### config.mk
export PLATFORM = sky130hd
export DESIGN_NAME = pipe_stage_ctrl
export DESIGN_NICKNAME = d
export VERILOG_FILES = /design/src/rtl/pipe_ctrl_pkg.sv /design/src/rtl/pipe_hazard_detect.sv /design/src/rtl/pipe_stage_ctrl.sv
export SDC_FILE = /design/constraint.sdc
export NUM_CORES = 1
export LEC_CHECK = 0
export CAP_MARGIN = 15
export CORE_ASPECT_RATIO = 0.9
export CORE_MARGIN = 4
export CORE_UTILIZATION = 43
export DETAILED_ROUTE_END_ITERATION = 16
export PLACE_DENSITY = 0.83
export SLEW_MARGIN = 5
export SYNTH_ARGS = -nofsm -noshare
export SYNTH_HDL_FRONTEND = slang
export SYNTH_SLANG_ARGS = --single-unit
### constraint.sdc
create_clock -name Clk -period 5.8 [get_ports Clk]
set_input_delay 1.45 -clock Clk [delete_from_list [all_inputs] [get_ports Clk]]
set_output_delay 1.45 -clock Clk [all_outputs]
set_load 0.03 [all_outputs]
### src/rtl/pipe_ctrl_pkg.sv
// -----------------------------------------------------------------------------
// pipe_ctrl_pkg
// Shared definitions for the pipeline stall/flush sequencer:
//   - FSM state encoding (RUN, LU_STALL, MDU_WAIT)
//   - register-number width and counter width
//   - the bundle of pipeline-register controls and helpers that build the
//     canonical control patterns (advance, load-use bubble, MDU freeze,
//     memory wait)
// -----------------------------------------------------------------------------
package pipe_ctrl_pkg;

   localparam int REG_W = 5;
   localparam int CNT_W = 8;

   localparam logic [CNT_W-1:0] CNT_ZERO = 8'd0;
   localparam logic [CNT_W-1:0] CNT_ONE  = 8'd1;

   typedef enum logic [1:0] {
      RUN      = 2'd0,
      LU_STALL = 2'd1,
      MDU_WAIT = 2'd2
   } ctrl_state_e;

   typedef struct packed {
      logic pc_en;
      logic en_if_id;
      logic en_id_ex;
      logic en_ex_mem;
      logic en_mem_wb;
      logic flush_if_id;
      logic flush_id_ex;
      logic flush_ex_mem;
      logic flush_mem_wb;
      logic mdu_timeout;
   } ctrl_out_t;

   // Every stage advances, nothing is cleared.
   function automatic ctrl_out_t out_default();
      ctrl_out_t o;
      o = '{pc_en: 1'b1, en_if_id: 1'b1, en_id_ex: 1'b1, en_ex_mem: 1'b1,
            en_mem_wb: 1'b1, flush_if_id: 1'b0, flush_id_ex: 1'b0,
            flush_ex_mem: 1'b0, flush_mem_wb: 1'b0, mdu_timeout: 1'b0};
      return o;
   endfunction

   // Hold PC and IF/ID, push a bubble into ID/EX.
   function automatic ctrl_out_t out_load_use();
      ctrl_out_t o;
      o             = out_default();
      o.pc_en       = 1'b0;
      o.en_if_id    = 1'b0;
      o.flush_id_ex = 1'b1;
      return o;
   endfunction

   // Hold the front end and the EX instruction, bubble into EX/MEM.
   function automatic ctrl_out_t out_mdu_freeze();
      ctrl_out_t o;
      o              = out_default();
      o.pc_en        = 1'b0;
      o.en_if_id     = 1'b0;
      o.en_id_ex     = 1'b0;
      o.flush_ex_mem = 1'b1;
      return o;
   endfunction

   // Hold everything up to EX/MEM, bubble into MEM/WB.
   function automatic ctrl_out_t out_mem_wait();
      ctrl_out_t o;
      o              = out_default();
      o.pc_en        = 1'b0;
      o.en_if_id     = 1'b0;
      o.en_id_ex     = 1'b0;
      o.en_ex_mem    = 1'b0;
      o.flush_mem_wb = 1'b1;
      return o;
   endfunction

endpackage

### src/rtl/pipe_hazard_detect.sv
// -----------------------------------------------------------------------------
// pipe_hazard_detect
// Purely combinational load-use comparator. Flags when the instruction in EX
// is a register-writing load whose destination (non-zero) is read by the
// instruction in ID.
// Ports:
//   i_id_rs, i_id_rt         ID source register numbers
//   i_id_uses_rs/_rt         ID instruction actually reads rs / rt
//   i_ex_mem_read            EX instruction is a load
//   i_ex_reg_write           EX instruction writes a register
//   i_ex_rd                  EX destination register
//   o_hazard                 load-use hazard present this cycle
// -----------------------------------------------------------------------------
module pipe_hazard_detect
   import pipe_ctrl_pkg::*;
(
   input  logic [REG_W-1:0] i_id_rs,
   input  logic [REG_W-1:0] i_id_rt,
   input  logic             i_id_uses_rs,
   input  logic             i_id_uses_rt,
   input  logic             i_ex_mem_read,
   input  logic             i_ex_reg_write,
   input  logic [REG_W-1:0] i_ex_rd,
   output logic             o_hazard
);

   logic w_rs_match;
   logic w_rt_match;
   logic w_load_dest;

   assign w_rs_match  = i_id_uses_rs & (i_id_rs == i_ex_rd);
   assign w_rt_match  = i_id_uses_rt & (i_id_rt == i_ex_rd);
   // r0 is hard-wired zero, so a load targeting it never creates a dependency.
   assign w_load_dest = i_ex_mem_read & i_ex_reg_write & (i_ex_rd != 5'd0);
   assign o_hazard    = w_load_dest & (w_rs_match | w_rt_match);

endmodule

### src/rtl/pipe_stage_ctrl.sv
// -----------------------------------------------------------------------------
// pipe_stage_ctrl
// Central stall/flush sequencer for the five-stage pipeline. Drives the
// enables and clears of IF/ID, ID/EX, EX/MEM, MEM/WB and the PC enable,
// resolving memory waits, taken branches, MDU waits and load-use hazards
// (in that priority) with a three-state FSM.
// Parameters:
//   LOAD_USE_BUBBLES  bubble cycles per load-use hazard (1..7)
//   MDU_MAX_CYCLES    MDU watchdog limit in cycles (2..255)
// Ports:
//   Clk, Rst_n                   clock, asynchronous active-low reset
//   id_rs, id_rt, id_uses_rs/rt  ID-stage operand usage
//   ex_mem_read, ex_reg_write,
//   ex_rd                        EX-stage load destination
//   ex_branch_taken              EX branch resolved taken
//   mdu_start, mdu_done          multiply/divide handshake
//   dmem_req, dmem_ready         data-memory wait handshake
//   pc_en, en_*                  register enables
//   flush_*                      register clears
//   mdu_timeout                  one-cycle watchdog expiry pulse
//   ctrl_state                   current FSM state
// Optional feature macro PIPE_CTRL_PERF_EN adds stall_cycles and flush_count.
// -----------------------------------------------------------------------------
module pipe_stage_ctrl
   import pipe_ctrl_pkg::*;
#(
   parameter int LOAD_USE_BUBBLES = 1,
   parameter int MDU_MAX_CYCLES   = 40
) (
   input  logic             Clk,
   input  logic             Rst_n,
   input  logic [REG_W-1:0] id_rs,
   input  logic [REG_W-1:0] id_rt,
   input  logic             id_uses_rs,
   input  logic             id_uses_rt,
   input  logic             ex_mem_read,
   input  logic             ex_reg_write,
   input  logic [REG_W-1:0] ex_rd,
   input  logic             ex_branch_taken,
   input  logic             mdu_start,
   input  logic             mdu_done,
   input  logic             dmem_req,
   input  logic             dmem_ready,
   output logic             pc_en,
   output logic             en_if_id,
   output logic             en_id_ex,
   output logic             en_ex_mem,
   output logic             en_mem_wb,
   output logic             flush_if_id,
   output logic             flush_id_ex,
   output logic             flush_ex_mem,
   output logic             flush_mem_wb,
   output logic             mdu_timeout,
   output logic [1:0]       ctrl_state
`ifdef PIPE_CTRL_PERF_EN
   ,
   output logic [31:0]      stall_cycles,
   output logic [31:0]      flush_count
`endif
);

   // Counter reload for the remaining bubbles after the first one, and the
   // count value at which the watchdog fires.
   localparam logic [CNT_W-1:0] LU_RELOAD = CNT_W'(LOAD_USE_BUBBLES - 1);
   localparam logic [CNT_W-1:0] MDU_LAST  = CNT_W'(MDU_MAX_CYCLES - 1);

   ctrl_state_e      r_state;
   logic [CNT_W-1:0] r_cnt;

   ctrl_state_e      w_nxt_state;
   logic [CNT_W-1:0] w_nxt_cnt;
   ctrl_out_t        w_out;
   logic             w_hazard;
   logic             w_mem_wait;
   logic             w_branch_flush;

   pipe_hazard_detect u_hazard (
      .i_id_rs        (id_rs),
      .i_id_rt        (id_rt),
      .i_id_uses_rs   (id_uses_rs),
      .i_id_uses_rt   (id_uses_rt),
      .i_ex_mem_read  (ex_mem_read),
      .i_ex_reg_write (ex_reg_write),
      .i_ex_rd        (ex_rd),
      .o_hazard       (w_hazard)
   );

   assign w_mem_wait = dmem_req & ~dmem_ready;

   // Next-state and output decode; a memory wait freezes state and cnt so it
   // simply stretches whatever stall is already in progress.
   always_comb begin
      w_out          = out_default();
      w_nxt_state    = r_state;
      w_nxt_cnt      = r_cnt;
      w_branch_flush = 1'b0;
      if (w_mem_wait) begin
         w_out = out_mem_wait();
      end else begin
         case (r_state)
            RUN: begin
               if (ex_branch_taken) begin
                  w_out.flush_if_id = 1'b1;
                  w_out.flush_id_ex = 1'b1;
                  w_branch_flush    = 1'b1;
               end else if (mdu_start && !mdu_done) begin
                  w_out       = out_mdu_freeze();
                  w_nxt_state = MDU_WAIT;
                  w_nxt_cnt   = CNT_ONE;
               end else if (w_hazard) begin
                  w_out = out_load_use();
                  if (LOAD_USE_BUBBLES > 1) begin
                     w_nxt_state = LU_STALL;
                     w_nxt_cnt   = LU_RELOAD;
                  end else begin
                     w_nxt_state = RUN;
                  end
               end else begin
                  w_nxt_state = RUN;
               end
            end
            LU_STALL: begin
               w_out = out_load_use();
               if (r_cnt == CNT_ONE) begin
                  w_nxt_state = RUN;
                  w_nxt_cnt   = CNT_ZERO;
               end else begin
                  w_nxt_cnt = r_cnt - CNT_ONE;
               end
            end
            MDU_WAIT: begin
               if (mdu_done) begin
                  w_nxt_state = RUN;
                  w_nxt_cnt   = CNT_ZERO;
               end else if (r_cnt == MDU_LAST) begin
                  // Watchdog: release the pipeline as if the result arrived.
                  w_out.mdu_timeout = 1'b1;
                  w_nxt_state       = RUN;
                  w_nxt_cnt         = CNT_ZERO;
               end else begin
                  w_out     = out_mdu_freeze();
                  w_nxt_cnt = r_cnt + CNT_ONE;
               end
            end
            default: begin
               w_nxt_state = RUN;
               w_nxt_cnt   = CNT_ZERO;
            end
         endcase
      end
   end

   // FSM state and counter registers.
   always_ff @(posedge Clk or negedge Rst_n) begin
      if (!Rst_n) begin
         r_state <= RUN;
         r_cnt   <= CNT_ZERO;
      end else begin
         r_state <= w_nxt_state;
         r_cnt   <= w_nxt_cnt;
      end
   end

   // Reset overrides the decode asynchronously: hold every register, clear all.
   assign pc_en        = Rst_n & w_out.pc_en;
   assign en_if_id     = Rst_n & w_out.en_if_id;
   assign en_id_ex     = Rst_n & w_out.en_id_ex;
   assign en_ex_mem    = Rst_n & w_out.en_ex_mem;
   assign en_mem_wb    = Rst_n & w_out.en_mem_wb;
   assign flush_if_id  = ~Rst_n | w_out.flush_if_id;
   assign flush_id_ex  = ~Rst_n | w_out.flush_id_ex;
   assign flush_ex_mem = ~Rst_n | w_out.flush_ex_mem;
   assign flush_mem_wb = ~Rst_n | w_out.flush_mem_wb;
   assign mdu_timeout  = Rst_n & w_out.mdu_timeout;
   assign ctrl_state   = r_state;

`ifdef PIPE_CTRL_PERF_EN
   logic [31:0] r_stall_cycles;
   logic [31:0] r_flush_count;

   // Performance counters; both wrap naturally at 2^32.
   always_ff @(posedge Clk or negedge Rst_n) begin
      if (!Rst_n) begin
         r_stall_cycles <= 32'd0;
         r_flush_count  <= 32'd0;
      end else begin
         if (!pc_en) begin
            r_stall_cycles <= r_stall_cycles + 32'd1;
         end else begin
            r_stall_cycles <= r_stall_cycles;
         end
         if (w_branch_flush) begin
            r_flush_count <= r_flush_count + 32'd1;
         end else begin
            r_flush_count <= r_flush_count;
         end
      end
   end

   assign stall_cycles = r_stall_cycles;
   assign flush_count  = r_flush_count;
`endif

endmodule

==> results.tsv, run 1 <==
stage	metric	value	unit
clock_network	H-tree depth	1	
clock_network	CTS tree	yes	
power	P_leak	0.489	nW
detailed_routing	DRC viols	0	
setup_path	Critical Path RT	4350	ps
power	Int Pwr	135	uW
synth	synthesized area	810	um^2
setup_path	Arr. time, crit path	3540	ps
clock_network	post-CTS sizing	0	
detailed_routing	Total Wirelength	2060	um
sta	Worst Max-Slew Pin Slew	821	ps
cells_and_area	ratio of cells with drive above 1 in the final layout	7.52	%
synth	Seq/Total Area, Yosys	27.8	%
grt	first-pass GRT wire length	3420	um
power	Logic pwr share	39.2	%
power	total power draw	203	uW
detailed_routing	DRT iter0 DRCs	20	
run	Max-cap violations	0	
cells_and_area	nets	161	
grt	initial antenna violation count	0	
setup_path	Critical Path Sink Type	output port	
detailed_routing	drt first pass iters	4	
detailed_routing	Detail Route Antenna Nets	0	
setup_path	worst setup path class	input pin to output port	
synth	Synth Flop Type	dfrtp_1	
clock_network	Post-CTS Setup Bufs	0	
cells_and_area	fillers	140	
sta	RSZ-0062 raised after global routing	no	
power	Pwr Density	169	nW/um^2
sta	maximum clock rate	200	MHz
power	Flop pwr share	35.6	%
die	Rows	14	
sta	crit path time final	4990	ps
placement	RePlAce Congestion	0.862	
detailed_routing	via count	841	
synth	EDFF count, synth	0	
sta	Max Clock Skew	1.25	ps
clock_network	Max Root-Sink Buffers	2	
worst_hold_path	Hold Path Class	flip-flop to flip-flop	
power	P_sw	67.9	uW
die	Die X	53.7	um
synth	syn_area_per_cell	8.35	um^2
cells_and_area	Area Overhead vs Synth	48.1	%
sta	final setup violation count	0	
cells_and_area	Reg area	225	um^2
clock_network	Worst-path clk slew	60	ps
detailed_routing	detail-routed via count per cell	5.36	
synth	Synth Warn #	0	
power	Switching Fraction	33.5	%
power	maximum VDD drop	0.161	mV
synth	ys async rst share	100	%
clock_network	cts-stage hold buffer count	0	
sta	Slew HR	44.9	%
clock_network	CTS buffer count	3	
die	core area	1730	um^2
clock_network	later-pin clock latency in the skew report	270	ps
cells_and_area	n_diodes	0	
synth	synthesis-stage register bit count	9	
die	Die ar.	2640	um^2
setup_path	Worst Setup Start Kind	input pin	
clock_network	Clock Sink Count	9	
cells_and_area	multi-input combinational cell area	542	um^2
power	Clk network pwr share	25.2	%
sta	Final Cycle Share	86.0	%
die	die height	49.2	um
die	Starting Density	46.7	%
placement	post-DP HPWL	1650	um
sta	final hold violations	0	
status	outcome	complete, no violations	
sta	max-slew violation count	0	
synth	Mapped Cells	97	
detailed_routing	WL/cell	13.1	um
clock_network	CTS root buf	clkbuf_4	
synth	Mapped Nets	124	
grt	GRT Overall Usage	17.2	%
die	I/O Pins	38	
synth	Synth cell types	36	
grt	vias in the first global route	787	
grt	grt ovf	0	
placement	IO Port Bufs	36	
setup_path	crit path max fanout	3	
grt	largest net degree at the start of global routing	15	
sta	Sum Neg Setup Slack	0	ps
registers in the layout (all words and copies together), names as in the netlist:
name / cells
ctrl_state: 1
r_cnt: 8
through the flow:
step,utilization (%),std cells,hold slack (ps),worst slack (ps),instance area (um^2)
4_1_cts,69.1,157,527,793,1200
3_3_place_gp,67.6,153,494,822,1170
2_1_floorplan,-,97,468,1580,810
3_5_place_dp,67.6,153,513,805,1170
5_1_grt,69.1,157,567,666,1200
6_report,69.1,157,523,811,1200
cells by family (layout without fill, tap and decap cells):
family | count (synthesis) | after routing | share of synthesized area [%]
simple gates | 41 | 41 | 27.8
flops | 9 | 9 | 27.8
xor+xnor | 10 | 10 | 10.8
other cells | 1 | 1 | 0.463
compound gates | 27 | 27 | 25.0
fa+ha+maj | 1 | 1 | 1.55
mux | 1 | 1 | 1.24
buf+inv | 7 | 43 | 5.25
layout by cell type, fill, tap and decap left out, types with 2 or more instances in the layout:
| cell type | count |
|---|---|
| o21ai_0 | 12 |
| nor2b_1 | 2 |
| xnor2_1 | 10 |
| nand3_1 | 2 |
| o21ai_1 | 2 |
| clkdlybuf4s50_1 | 36 |
| nand4_1 | 2 |
| nand2b_1 | 3 |
| o31ai_1 | 3 |
| or4_1 | 2 |
| clkbuf_4 | 3 |
| dfrtp_1 | 9 |
| inv_1 | 2 |
| and3_1 | 2 |
| nor2_1 | 8 |
| nand2_1 | 13 |
critical path: stages:
cell,delay (ps)
clkdlybuf4s50_1,470
or4_1,550
o2111ai_1,240
o31a_2,170
clkdlybuf4s50_1,660
power by group through the flow:
stage / Combinational, mW / Clock (mW) / Sequential, mW
6_report: 0.0793 / 0.0511 / 0.0721
5_1_grt: 0.0859 / 0.0571 / 0.0730
4_1_cts: 0.0797 / 0.0518 / 0.0721
3_5_place_dp: 0.0793 / 0 / 0.0732
3_3_place_gp: 0.0782 / 0 / 0.0731
2_1_floorplan: 0.0454 / 0 / 0.0724
metal layers:
layer	part of all wire [%]	up-vias	global-route usage (%)
li1	-	416	-
met2	48	31	26.4
met5	0	-	0
met3	6.3	4	6.73
met4	1.9	0	4.26
met1	44	390	22.2
final timing paths:
path,startpoint,to,slack (ps),depth (start not counted)
setup / recovery,ex_rd[1],pc_en,810,5
hold / removal,r_cnt[1]$_DFFE_PN0P_,r_cnt[1]$_DFFE_PN0P_,520,2
setup reg to reg,r_cnt[0]$_DFFE_PN0P_,r_cnt[3]$_DFFE_PN0P_,4120,6
hold reg to reg,r_cnt[1]$_DFFE_PN0P_,r_cnt[1]$_DFFE_PN0P_,520,2
max in group asynchronous,Rst_n,r_cnt[3]$_DFFE_PN0P_,4160,2
min in group asynchronous,Rst_n,r_cnt[4]$_DFFE_PN0P_,1480,2
cell usage after synthesis, drive strengths merged (2+ instances only):
cell	instances	area, um^2
nand2b	3	18.8
o31ai	3	22.5
nand3	2	10.0
buf	5	35.0
xnor2	10	87.6
and3	2	12.5
nand2	13	48.8
nor2	8	30.0
or4	2	15.0
o21ai	14	70.1
dfrtp	9	225
nor2b	2	12.5
inv	2	7.51
o41ai	2	43.8
nand4	2	12.5
area by class of cell:
| cell class | instances | area share, % |
|---|---|---|
| Tap cell | 24 | 2.51 |
| Clock buffer | 4 | 2.19 |
| Timing Repair Buffer | 37 | 30.7 |
| Sequential cell | 9 | 18.8 |
| Inverter | 2 | 0.626 |
| Multi-Input combinational cell | 81 | 45.2 |
Power figures use the tool's default switching activity.
==> run 2, diff against run 1 <==
--- a/config.mk
+++ b/config.mk
@@ -7,7 +7,7 @@
 export LEC_CHECK = 0
 export CAP_MARGIN = 15
 export CORE_ASPECT_RATIO = 0.9
-export CORE_MARGIN = 4
+export CORE_MARGIN = 2
 export CORE_UTILIZATION = 43
 export DETAILED_ROUTE_END_ITERATION = 16
 export PLACE_DENSITY = 0.83
==> results.tsv, run 2 (same netlist as run 1, synthesis figures left out) <==
stage	metric	value	unit	change
status	outcome	complete, no violations		
clock_network	CTS root buf	clkbuf_4		
die	Die X	49.7	um	-7.4%
clock_network	H-tree depth	1		unchanged
setup_path	Buf+Inv Stages, Crit Path	2		unchanged
clock_network	Clock Sink Count	9		unchanged
setup_path	Crit path largest cell delay	660	ps	about the same
setup_path	most frequent cell on the critical path	clkdlybuf4s50_1		
setup_path	Critical Path Sink Type	output port		
cells_and_area	Area Overhead vs Synth	48.1	%	unchanged
power	maximum VDD drop	0.189	mV	+18%
detailed_routing	detail-routed via count per cell	5.19		-3.1%
detailed_routing	DRC viols	0		unchanged
setup_path	worst setup path class	input pin to output port		
die	I/O Pins	38		unchanged
sta	final setup violation count	0		unchanged
worst_hold_path	Worst Hold Path EP	r_cnt[1]$_DFFE_PN0P_		
setup_path	Arr. time, crit path	3600	ps	+60 ps
placement	post-DP HPWL	1750	um	+6.0%
setup_path	FF-to-FF path depth	6		unchanged
placement	dpl ws	760	ps	-45.5 ps
clock_network	CTS tree	yes		
detailed_routing	drt first pass iters	4		unchanged
setup_path	Critical R2R Capture	r_cnt[7]$_DFFE_PN0P_		
setup_path	R2R setup slack	4120	ps	about the same
clock_network	later-pin clock latency in the skew report	260	ps	about the same
setup_path	Crit path depth	5		unchanged
die	core area	1720	um^2	-1.0%
sta	Worst Max-Slew Pin Slew	826	ps	+4.53 ps
cells_and_area	commonest non-fill, non-tap cell in the layout	clkdlybuf4s50_1		
setup_path	crit path max fanout	3		unchanged
cells_and_area	nets	161		unchanged
clock_network	cts-stage hold buffer count	0		unchanged
die	Die ar.	2250	um^2	-15%
placement	RePlAce Congestion	0.848		-1.7%
sta	Min Hold Slack	517	ps	-6.43 ps
sta	max-slew violation count	0		unchanged
clock_network	Post-CTS Setup Bufs	0		unchanged
sta	final hold violations	0		unchanged
die	Starting Density	47.2	%	+0.48 points
setup_path	Critical Path RT	4350	ps	about the same
sta	Slew HR	44.6	%	-0.30 points
sta	crit path time final	5050	ps	+57.6 ps
grt	largest net degree at the start of global routing	15		unchanged
die	die height	45.2	um	-8.1%
worst_hold_path	Hold Path Class	flip-flop to flip-flop		
detailed_routing	Detail Route Antenna Nets	0		unchanged
cells_and_area	most frequent cells in the layout	clkdlybuf4s50_1 (36), nand2_1 (13), o21ai_0 (12)		
power	P_leak	0.489	nW	unchanged
sta	Final Cycle Share	87.0	%	+0.99 points
clock_network	CTS buffer count	3		unchanged
setup_path	CP Cell Sequence	clkdlybuf4s50_1, or4_1, o2111ai_1, o31a_2, clkdlybuf4s50_1		
sta	setup ws final	753	ps	-57.6 ps
sta	RSZ-0062 raised after global routing	no		
grt	grt ovf	0		unchanged
detailed_routing	via count	815		-3.1%
sta	Sum Neg Setup Slack	0	ps	unchanged
cells_and_area	ratio of cells with drive above 1 in the final layout	7.52	%	unchanged
setup_path	Crit Reg-Reg Startpoint	r_cnt[0]$_DFFE_PN0P_		
sta	Max Clock Skew	3.03	ps	+1.78 ps
setup_path	slowest cell on the critical path	clkdlybuf4s50_1		
setup_path	Worst Setup Start Kind	input pin		
worst_hold_path	HP Start	r_cnt[1]$_DFFE_PN0P_		
detailed_routing	WL/cell	13.6	um	+3.9%
grt	GRT Overall Usage	21.2	%	+4.0 points
grt	initial antenna violation count	0		unchanged
grt	vias in the first global route	860		+9.3%
cells_and_area	Largest Register	r_cnt		
clock_network	post-CTS sizing	0		unchanged
clock_network	Worst-path clk slew	60	ps	about the same
detailed_routing	Total Wirelength	2140	um	+3.9%
detailed_routing	DRT iter0 DRCs	20		unchanged
worst_hold_path	WHS Path Cells	2		unchanged
cells_and_area	max FFs per register	8		unchanged
run	Max-cap violations	0		unchanged
placement	IO Port Bufs	36		unchanged
cells_and_area	n_diodes	0		unchanged
power	Pwr Density	169	nW/um^2	-0.23%
clock_network	Max Root-Sink Buffers	2		unchanged
setup_path	CP delay by family, top	buffers and inverters		
die	Rows	14		unchanged
cells_and_area	fillers	155		+11%
grt	first-pass GRT wire length	3590	um	+4.9%
sta	maximum clock rate	198	MHz	-1.1%
## run 2: cell type report
| cell class | instances | area (um^2) | area share [%] |
|---|---|---|---|
| Timing Repair Buffer | 37 | 368 | 30.7 |
| Tap cell | 24 | 30.0 | 2.51 |
| Inverter | 2 | 7.51 | 0.626 |
| Clock buffer | 4 | 26.3 | 2.19 |
| Multi-Input combinational cell | 81 | 542 | 45.2 |
| Sequential cell | 9 | 225 | 18.8 |
## run 2: worst max-delay path by stage
stage | from | endpoint | slack (ps)
after floorplan | dmem_ready | pc_en | 1580
after global placement | ex_rd[1] | en_if_id | 820
after detailed placement | ex_rd[1] | en_if_id | 760
after CTS | ex_rd[1] | en_if_id | 750
after global routing | ex_rd[1] | en_if_id | 690
final | ex_rd[1] | en_if_id | 750
## run 2: layer usage
metal  track usage (%)  up-vias  wire length [um]
met1              21.3      374               851
li1                  -      414                 -
met2              41.3       25              1160
met4              5.56        0                13
met5                 0        -                 0
met3              8.28        2               120
## run 2: per-stage QoR
stage                     power [mW]  cell area (um^2)  util [%]  cells
after global routing           0.215              1200      69.8    157
after CTS                      0.203              1200      69.8    157
after floorplan                0.118               810         -     97
after detailed placement       0.153              1170      68.3    153
final                          0.202              1200      69.8    157
after global placement         0.151              1170      68.3    153
## run 2: worst min-delay path, stage by stage (launching register included)
cell and delay (ps):
dfrtp_1 360, nand2_1 50, o21ai_0 60
## run 2: power breakdown
part           internal [mW]  switching (mW)  leakage [nW]
logic                 0.0413          0.0389         0.352
clock network         0.0266          0.0231        0.0150
registers             0.0668         0.00531         0.122
total                  0.135          0.0673         0.489
==> run 3, diff against run 2 <==
--- a/config.mk
+++ b/config.mk
@@ -15,3 +15,4 @@
 export SYNTH_ARGS = -nofsm -noshare
 export SYNTH_HDL_FRONTEND = slang
 export SYNTH_SLANG_ARGS = --single-unit
+export TNS_END_PERCENT = 100
==> results of run 3 <==
Final layout, timing and power as in run 2 (identical DEF).
